===== src/rtl/sram_bank_arbiter.sv =====
// Two-port round-robin arbiter in front of a shared SRAM bank.
// Range-checks word addresses and returns rdata/err to the owner one cycle after grant.
module sram_bank_arbiter #(
    parameter int unsigned NUM_SRAM = 7,
    parameter int unsigned ADDR_W   = 24
) (
    input  logic              clk,
    input  logic              rst,
    input  logic              p0_req,
    input  logic              p0_we,
    input  logic [3:0]        p0_be,
    input  logic [ADDR_W-1:0] p0_addr,
    input  logic [31:0]       p0_wdata,
    output logic              p0_gnt,
    output logic              p0_rvalid,
    output logic [31:0]       p0_rdata,
    output logic              p0_err,
    input  logic              p1_req,
    input  logic              p1_we,
    input  logic [3:0]        p1_be,
    input  logic [ADDR_W-1:0] p1_addr,
    input  logic [31:0]       p1_wdata,
    output logic              p1_gnt,
    output logic              p1_rvalid,
    output logic [31:0]       p1_rdata,
    output logic              p1_err,
    output logic              mem_req,
    output logic              mem_we,
    output logic [3:0]        mem_be,
    output logic [ADDR_W-1:0] mem_addr,
    output logic [31:0]       mem_wdata,
    input  logic [31:0]       mem_rdata
);

    // One spare bit so that NUM_SRAM*1024 itself is always representable.
    localparam logic [ADDR_W-2:0] WORD_LIMIT = (ADDR_W-1)'(NUM_SRAM * 1024);

    logic              r_prio;
    logic              r_rv_valid;
    logic              r_rv_owner;
    logic              r_rv_read;
    logic              r_rv_err;

    logic              w_win_valid;
    logic              w_win;
    logic              w_sel_we;
    logic [3:0]        w_sel_be;
    logic [ADDR_W-1:0] w_sel_addr;
    logic [31:0]       w_sel_wdata;
    logic              w_in_range;
    logic              w_rd_ok;

    always_comb begin
        w_win_valid = (p0_req | p1_req) & ~rst;
        w_win       = (p0_req & p1_req) ? r_prio : p1_req;
        w_sel_we    = 1'b0;
        w_sel_be    = '0;
        w_sel_addr  = '0;
        w_sel_wdata = '0;
        if (w_win_valid) begin
            if (w_win) begin
                w_sel_we    = p1_we;
                w_sel_be    = p1_be;
                w_sel_addr  = p1_addr;
                w_sel_wdata = p1_wdata;
            end else begin
                w_sel_we    = p0_we;
                w_sel_be    = p0_be;
                w_sel_addr  = p0_addr;
                w_sel_wdata = p0_wdata;
            end
        end
        w_in_range = {1'b0, w_sel_addr[ADDR_W-1:2]} < WORD_LIMIT;
    end

    assign p0_gnt    = w_win_valid & ~w_win;
    assign p1_gnt    = w_win_valid & w_win;
    assign mem_req   = w_win_valid & w_in_range;
    assign mem_we    = w_sel_we;
    assign mem_be    = w_sel_be;
    assign mem_addr  = w_sel_addr;
    assign mem_wdata = w_sel_wdata;

    always_ff @(posedge clk) begin
        if (rst) begin
            r_prio     <= 1'b0;
            r_rv_valid <= 1'b0;
            r_rv_owner <= 1'b0;
            r_rv_read  <= 1'b0;
            r_rv_err   <= 1'b0;
        end else begin
            r_rv_valid <= w_win_valid;
            r_rv_owner <= w_win;
            r_rv_read  <= ~w_sel_we;
            r_rv_err   <= ~w_in_range;
            if (w_win_valid) begin
                r_prio <= ~w_win;
            end
        end
    end

    // Writes and out-of-range accesses return zero data.
    assign w_rd_ok   = r_rv_read & ~r_rv_err;
    assign p0_rvalid = r_rv_valid & ~r_rv_owner;
    assign p1_rvalid = r_rv_valid & r_rv_owner;
    assign p0_rdata  = (p0_rvalid & w_rd_ok) ? mem_rdata : '0;
    assign p1_rdata  = (p1_rvalid & w_rd_ok) ? mem_rdata : '0;
    assign p0_err    = p0_rvalid & r_rv_err;
    assign p1_err    = p1_rvalid & r_rv_err;

endmodule


===== config.mk =====
export PLATFORM = sky130hd
export DESIGN_NAME = sram_bank_arbiter
export DESIGN_NICKNAME = d
export VERILOG_FILES = /design/src/rtl/sram_bank_arbiter.sv
export SDC_FILE = /design/constraint.sdc
export NUM_CORES = 1
export LEC_CHECK = 0
export BUFFER_PORTS_ARGS = -buffer_cell sky130_fd_sc_hd__buf_2
export CAP_MARGIN = 15
export CORE_AREA = 2 2 114 116
export DETAILED_ROUTE_END_ITERATION = 8
export DIE_AREA = 0 0 116 118
export PLACE_DENSITY = 0.51
export SLEW_MARGIN = 20
export SYNTH_ARGS = -nofsm -noshare
export SYNTH_HDL_FRONTEND = slang
export SYNTH_SLANG_ARGS = --single-unit

===== constraint.sdc =====
create_clock -name clk -period 1.9 [get_ports clk]
set_input_delay 0 -clock clk [delete_from_list [all_inputs] [get_ports clk]]
set_output_delay 0 -clock clk [all_outputs]
set_load 0.01 [all_outputs]

==> results of run 1 <==
-- path summary, 6_finish.rpt --
check         endpoint  slack [ns]  depth (start not counted)
max            mem_req       -0.03                          6
min          r_rv_read        0.13                          2
max reg2reg   r_rv_err        0.31                          6
min reg2reg     r_prio        0.52                          2
-- routing by layer --
metal	part of all wire (%)	wire length, um	track usage [%]	vias to the layer above
met5	0	0	0	-
met4	0.98	86	2.530	0
met3	6.3	547	1.030	9
met2	52	4507	20.54	130
met1	41	3595	14.16	1199
li1	-	-	-	1267
-- through the flow --
stage | TNS (ns) | area, um^2 | utilization [%] | hold slack (ns)
floorplan | 0 | 1404 | - | 0.05474
global placement | 0 | 3032 | 24.42 | 0.2954
detailed placement | 0 | 3032 | 24.42 | 0.2941
CTS | -0.02460 | 3167 | 25.51 | 0.1404
global route | -0.08540 | 3172 | 25.55 | 0.1473
finish | -0.03443 | 3172 | 25.55 | 0.1256
-- registers in the layout, summed over array words and instances, names as in the netlist --
register and flops:
r_rv_owner 1, r_rv_read 1, r_rv_err 1, r_prio 1, r_rv_valid 1
-- area by class of cell --
cell class,count,area [um^2]
Timing Repair Buffer,297,1541
Tap cell,172,215.2
Sequential cell,5,101.3
Multi-Input combinational cell,165,1231
Fill cell,1386,9243
Clock buffer,4,78.83
Inverter,1,3.754
-- repair_timing --
action,in CTS,in global routing
gates resized for setup,8,2
setup buffers,1,0
setup endpoints to repair,1,3
gates cloned,1,0
pin swaps,3,0
-- power by group --
group	total (mW)	internal [mW]	switching [mW]
combinational	0.586	0.308	0.277
sequential	0.121	0.115	0.00623
clock	0.349	0.278	0.0709
-- critical path: cells and delay by family, from the launching register on --
kind                   cells  cell delay [ns]
buffers and inverters      1             0.10
flip-flops                 1             0.34
AND/OR/NAND/NOR            3             0.63
AO/OA/AOI/OAI              2             0.63
-- cell families (layout without fill, tap and decap cells) --
logic type / Yosys count / after routing
compound gates: 67 / 67
simple gates: 97 / 98
buf+inv: 23 / 302
flops: 5 / 5
-- cell usage after synthesis, types with 2 or more instances --
master	count
nor2_1	12
and3_1	4
buf_2	8
a22o_1	47
and3b_1	2
buf_6	2
a32oi_1	5
a22oi_1	3
clkbuf_1	11
dfxtp_1	5
o21a_1	2
a32o_1	5
and2_1	74
==> flow_metrics.tcl, run 1 <==
set metrics [dict create \
    final_cell_count_no_fill 644 \
    grt_pass1_vias 2343 \
    synthTopCellsByArea "and2_1 33%, a22o_1 29%, dfxtp_1 7.1%, a32o_1 3.6%, nor2_1 3.2%" \
    cts_tree "done" \
    end_kind "output pin" \
    yosys.area_share.simple_pct 41.89 \
    drc_errors 0 \
    setup_slack_ns -0.03443 \
    die_w_um 116 \
    die_area_um2 13690 \
    grt_pass1_wl_um 12340 \
    yosys.area_share.adder_pct 0 \
    dpl.hpwl_um 7500 \
    path_cells "nand2b_4, and2_1, a22o_1, a2111oi_4, and3_4, buf_6" \
    powerDensity_nw_per_um2 332.8 \
    ys_ff_latch 5 \
    wirelength_um 8736 \
    crit_type "reg -> out" \
    drt_iter0_drc 100 \
    yosys_warnings 0 \
    viasPerCell 4.045 \
    crit_path_max_fanout 7 \
    hold_viol_final 0 \
    max-vdd-ir-drop_mv 0.2311 \
    clk_latency_ns 0.23 \
    cts_root_buf "clkbuf_16" \
    avgSynthCellArea_um2 7.312 \
    dpl.cell_count 638 \
    crit_slowest_cell "a2111oi_4" \
    hold_class "in -> reg" \
    min_from "rst" \
    fin_nets 631 \
    synth.cell_area_um2 1404 \
    netlist.area_leader.share_pct 32.98 \
    antenna_found_initial 0 \
    area_delta_synth_final_pct 125.9 \
    worstSetupStartpointType "flip-flop" \
    die_h_um 118 \
    grt_max_degree 48 \
    cts_num_sinks 5 \
    place_congestion 0.7459 \
    cts_buffer_depth 2 \
    synth-seq-area-share_pct 7.130 \
    gr-total-overflow 0 \
    slew_viol_final 0 \
    finalPower_mw 1.056 \
    pin_count 290 \
    grt_usage_pct 11.29 \
    rows 41 \
    relSlewSlack_pct 72.81 \
    htreeDepth 1 \
    period_share_pct 101.8 \
    antennaDiodeCount 0 \
    synth_edf_count 0 \
    io_buffer_count 289 \
    layout_commonest_cell "buf_2" \
    synth_top_area_cell "and2_1" \
    critPathMaxStageDelay_ns 0.39 \
    fp.coreArea_um2 12410 \
    ys.flop_type "dfxtp_1" \
    timing.fmax_mhz 516.9 \
    holdBufCountCts 0 \
    crit_start "r_prio" \
    cts_buffers 3 \
    fin_crit_ns 1.934 \
    place_ws_ns 0.03390 \
    async_flop_share_pct 0 \
    synth_top_family_by_area "compound AO/OA/AOI/OAI gates" \
    finalSetupViolCount 1 \
    crit_arrival_ns 1.93 \
    violations "setup timing" \
    tightest_slew_ns 0.4078 \
    reg2reg_from "r_prio" \
    final_cell_mix "288 x buf_2, 74 x and2_1, 47 x a22o_1" \
    drv_cap 0 \
    drive_above_1_share_pct 65.68 \
    crit_required_ns 1.90 \
    ant_nets 0 \
    syn_inst 192 \
    firstDrtPassIters 6 \
    clkTransAtPathRegs_ns 0.03 \
    wl_per_cell_um 13.57 \
    rsz0062_at_grt "yes" \
    finClkSkew_ns 0.001776 \
    p_leak_nw 1.961 \
    status "finished, violations left" \
    synth.area.mux_share_pct 0 \
    synth_cell_type_count 25 \
    synthXorXnorAreaFrac_pct 0 \
    synth_compound_area_share_pct 42.78 \
    via_count 2605 \
    start_util_pct 11.31 \
    syn_nets 350 \
]
Note: power is estimated with default switching activity, not from simulation.
==> inputs of run 2 (changes only) <==
Settings changed: CORE_AREA 2 2 114 116 to 4 4 109 111, DIE_AREA 0 0 116 118 to 0 0 113 115, PLACE_DENSITY 0.51 to 0.55.
==> flow_metrics.tcl, run 2 (synthesis gave the netlist of run 1 again) <==
set metrics [dict create \
    slew_viol_final 0 \
    crit_type "reg -> out" \
    holdBufCountCts 0 \
    cts_root_buf "clkbuf_8" \
    cts_buffers 3 \
    finalPower_uw 910.3 \
    p_leak_nw 1.968 \
    hold_viol_final 0 \
    via_count 2594 \
    crit_path_max_fanout 7 \
    fin_crit_ns 1.924 \
    reg2reg_slack_ns 0.30 \
    place_congestion 0.7742 \
    dpl.hpwl_um 8273 \
    fin_nets 632 \
    die_area_um2 13000 \
    hold_class "in -> reg" \
    fin_area_um2 3131 \
    wl_per_cell_um 15.51 \
    finalSetupViolCount 1 \
    cts_num_sinks 5 \
    setup.worst_path.end "mem_req" \
    firstDrtPassIters 4 \
    antenna_found_initial 0 \
    grt_pass1_wl_um 13320 \
    rr_worst_depth 7 \
    crit_required_ns 1.90 \
    final_cell_count_no_fill 613 \
    viasPerCell 4.232 \
    period_share_pct 101.3 \
    reg2reg_from "r_prio" \
    end_kind "output pin" \
    start_util_pct 13.01 \
    die_w_um 113 \
    die_h_um 115 \
    io_buffer_count 289 \
    fp.coreArea_um2 10790 \
    crit_start "r_prio" \
    relSlewSlack_pct 77.42 \
    timing.fmax_mhz 519.6 \
    grt_max_degree 48 \
    drive_above_1_share_pct 65.75 \
    antennaDiodeCount 0 \
    wirelength_um 9510 \
    violations "setup timing" \
    area_delta_synth_final_pct 123.0 \
    worstSetupStartpointType "flip-flop" \
    tightest_slew_ns 0.3383 \
    cts_buffer_depth 2 \
    place_area_um2 2999 \
    drv_cap 0 \
    htreeDepth 1 \
    clk_latency_ns 0.22 \
    finClkSkew_ns 0.0003406 \
    final_cell_mix "288 x buf_2, 74 x and2_1, 47 x a22o_1" \
    drt_iter0_drc 87 \
    powerDensity_nw_per_um2 290.8 \
    grt_usage_pct 12.61 \
    dpl.cell_count 607 \
    max-vdd-ir-drop_mv 0.1526 \
    rsz0062_at_grt "yes" \
    pin_count 290 \
    rows 38 \
    r2r_end "r_rv_err" \
    setup_slack_ns -0.02449 \
    gr-total-overflow 0 \
    crit_arrival_ns 1.92 \
    grt_pass1_vias 2533 \
    layout_commonest_cell "buf_2" \
    clkTransAtPathRegs_ns 0.03 \
    status "finished, violations left" \
    cts_tree "done" \
    drc_errors 0 \
    ant_nets 0 \
]
run 2: final cells by class:
cell class	instances	area, um^2
fill	1173	7662
sequential	5	103.9
timing repair buffer	298	1545
multi-input combinational	165	1257
clock buffer	4	45.04
inverter	1	3.754
tap	140	175.2
run 2: routing by layer:
metal  GRT usage (%)  vias to the layer above  wire, um
met4           1.603                        0        44
met3           3.263                        4       763
li1                -                     1270         -
met5               0                        -         0
met2           21.21                      130      4776
met1           16.74                     1190      3926
run 2: worst max-delay path, stage by stage, from the launching register on:
cell,delay [ns]
dfxtp_4,0.35
nand2b_4,0.18
a32o_2,0.28
o21a_1,0.20
a2111oi_4,0.36
and3_4,0.23
buf_6,0.10
run 2: how the worst min path moves through the flow:
stage                     depth (start not counted)          start  slack, ns           end
after CTS                                         3         p0_req       0.15        r_prio
after floorplan                                   1            rst       0.05  mem_addr[12]
after global placement                            3   mem_rdata[7]       0.29   p1_rdata[7]
final                                             3         p0_req       0.15        r_prio
after detailed placement                          3  mem_rdata[28]       0.30  p0_rdata[28]
after global routing                              3         p0_req       0.16        r_prio
run 2: power breakdown:
| group | internal, mW | switching [mW] |
|---|---|---|
| Combinational | 0.313 | 0.284 |
| Sequential | 0.114 | 0.00698 |
| Clock | 0.144 | 0.0488 |
run 2: through the flow:
| stage | TNS (ns) | setup slack (ns) | utilization, % | hold WS (ns) |
|---|---|---|---|---|
| 6_report | -0.02449 | -0.02449 | 29.01 | 0.1502 |
| 5_1_grt | -0.1070 | -0.1070 | 29.01 | 0.1604 |
| 4_1_cts | -0.03730 | -0.03730 | 28.99 | 0.1474 |
| 3_5_place_dp | -0.04190 | -0.04190 | 27.79 | 0.2956 |
| 3_3_place_gp | -0.004577 | -0.004577 | 27.79 | 0.2948 |
| 2_1_floorplan | 0 | 0.3493 | - | 0.05474 |
run 2: timing repair:
action / CTS / global route
buffers inserted: 1 / 0
pin swaps: 5 / 0
gates resized for setup: 12 / 1
setup endpoints to repair: 1 / 1
gates cloned: 1 / 0
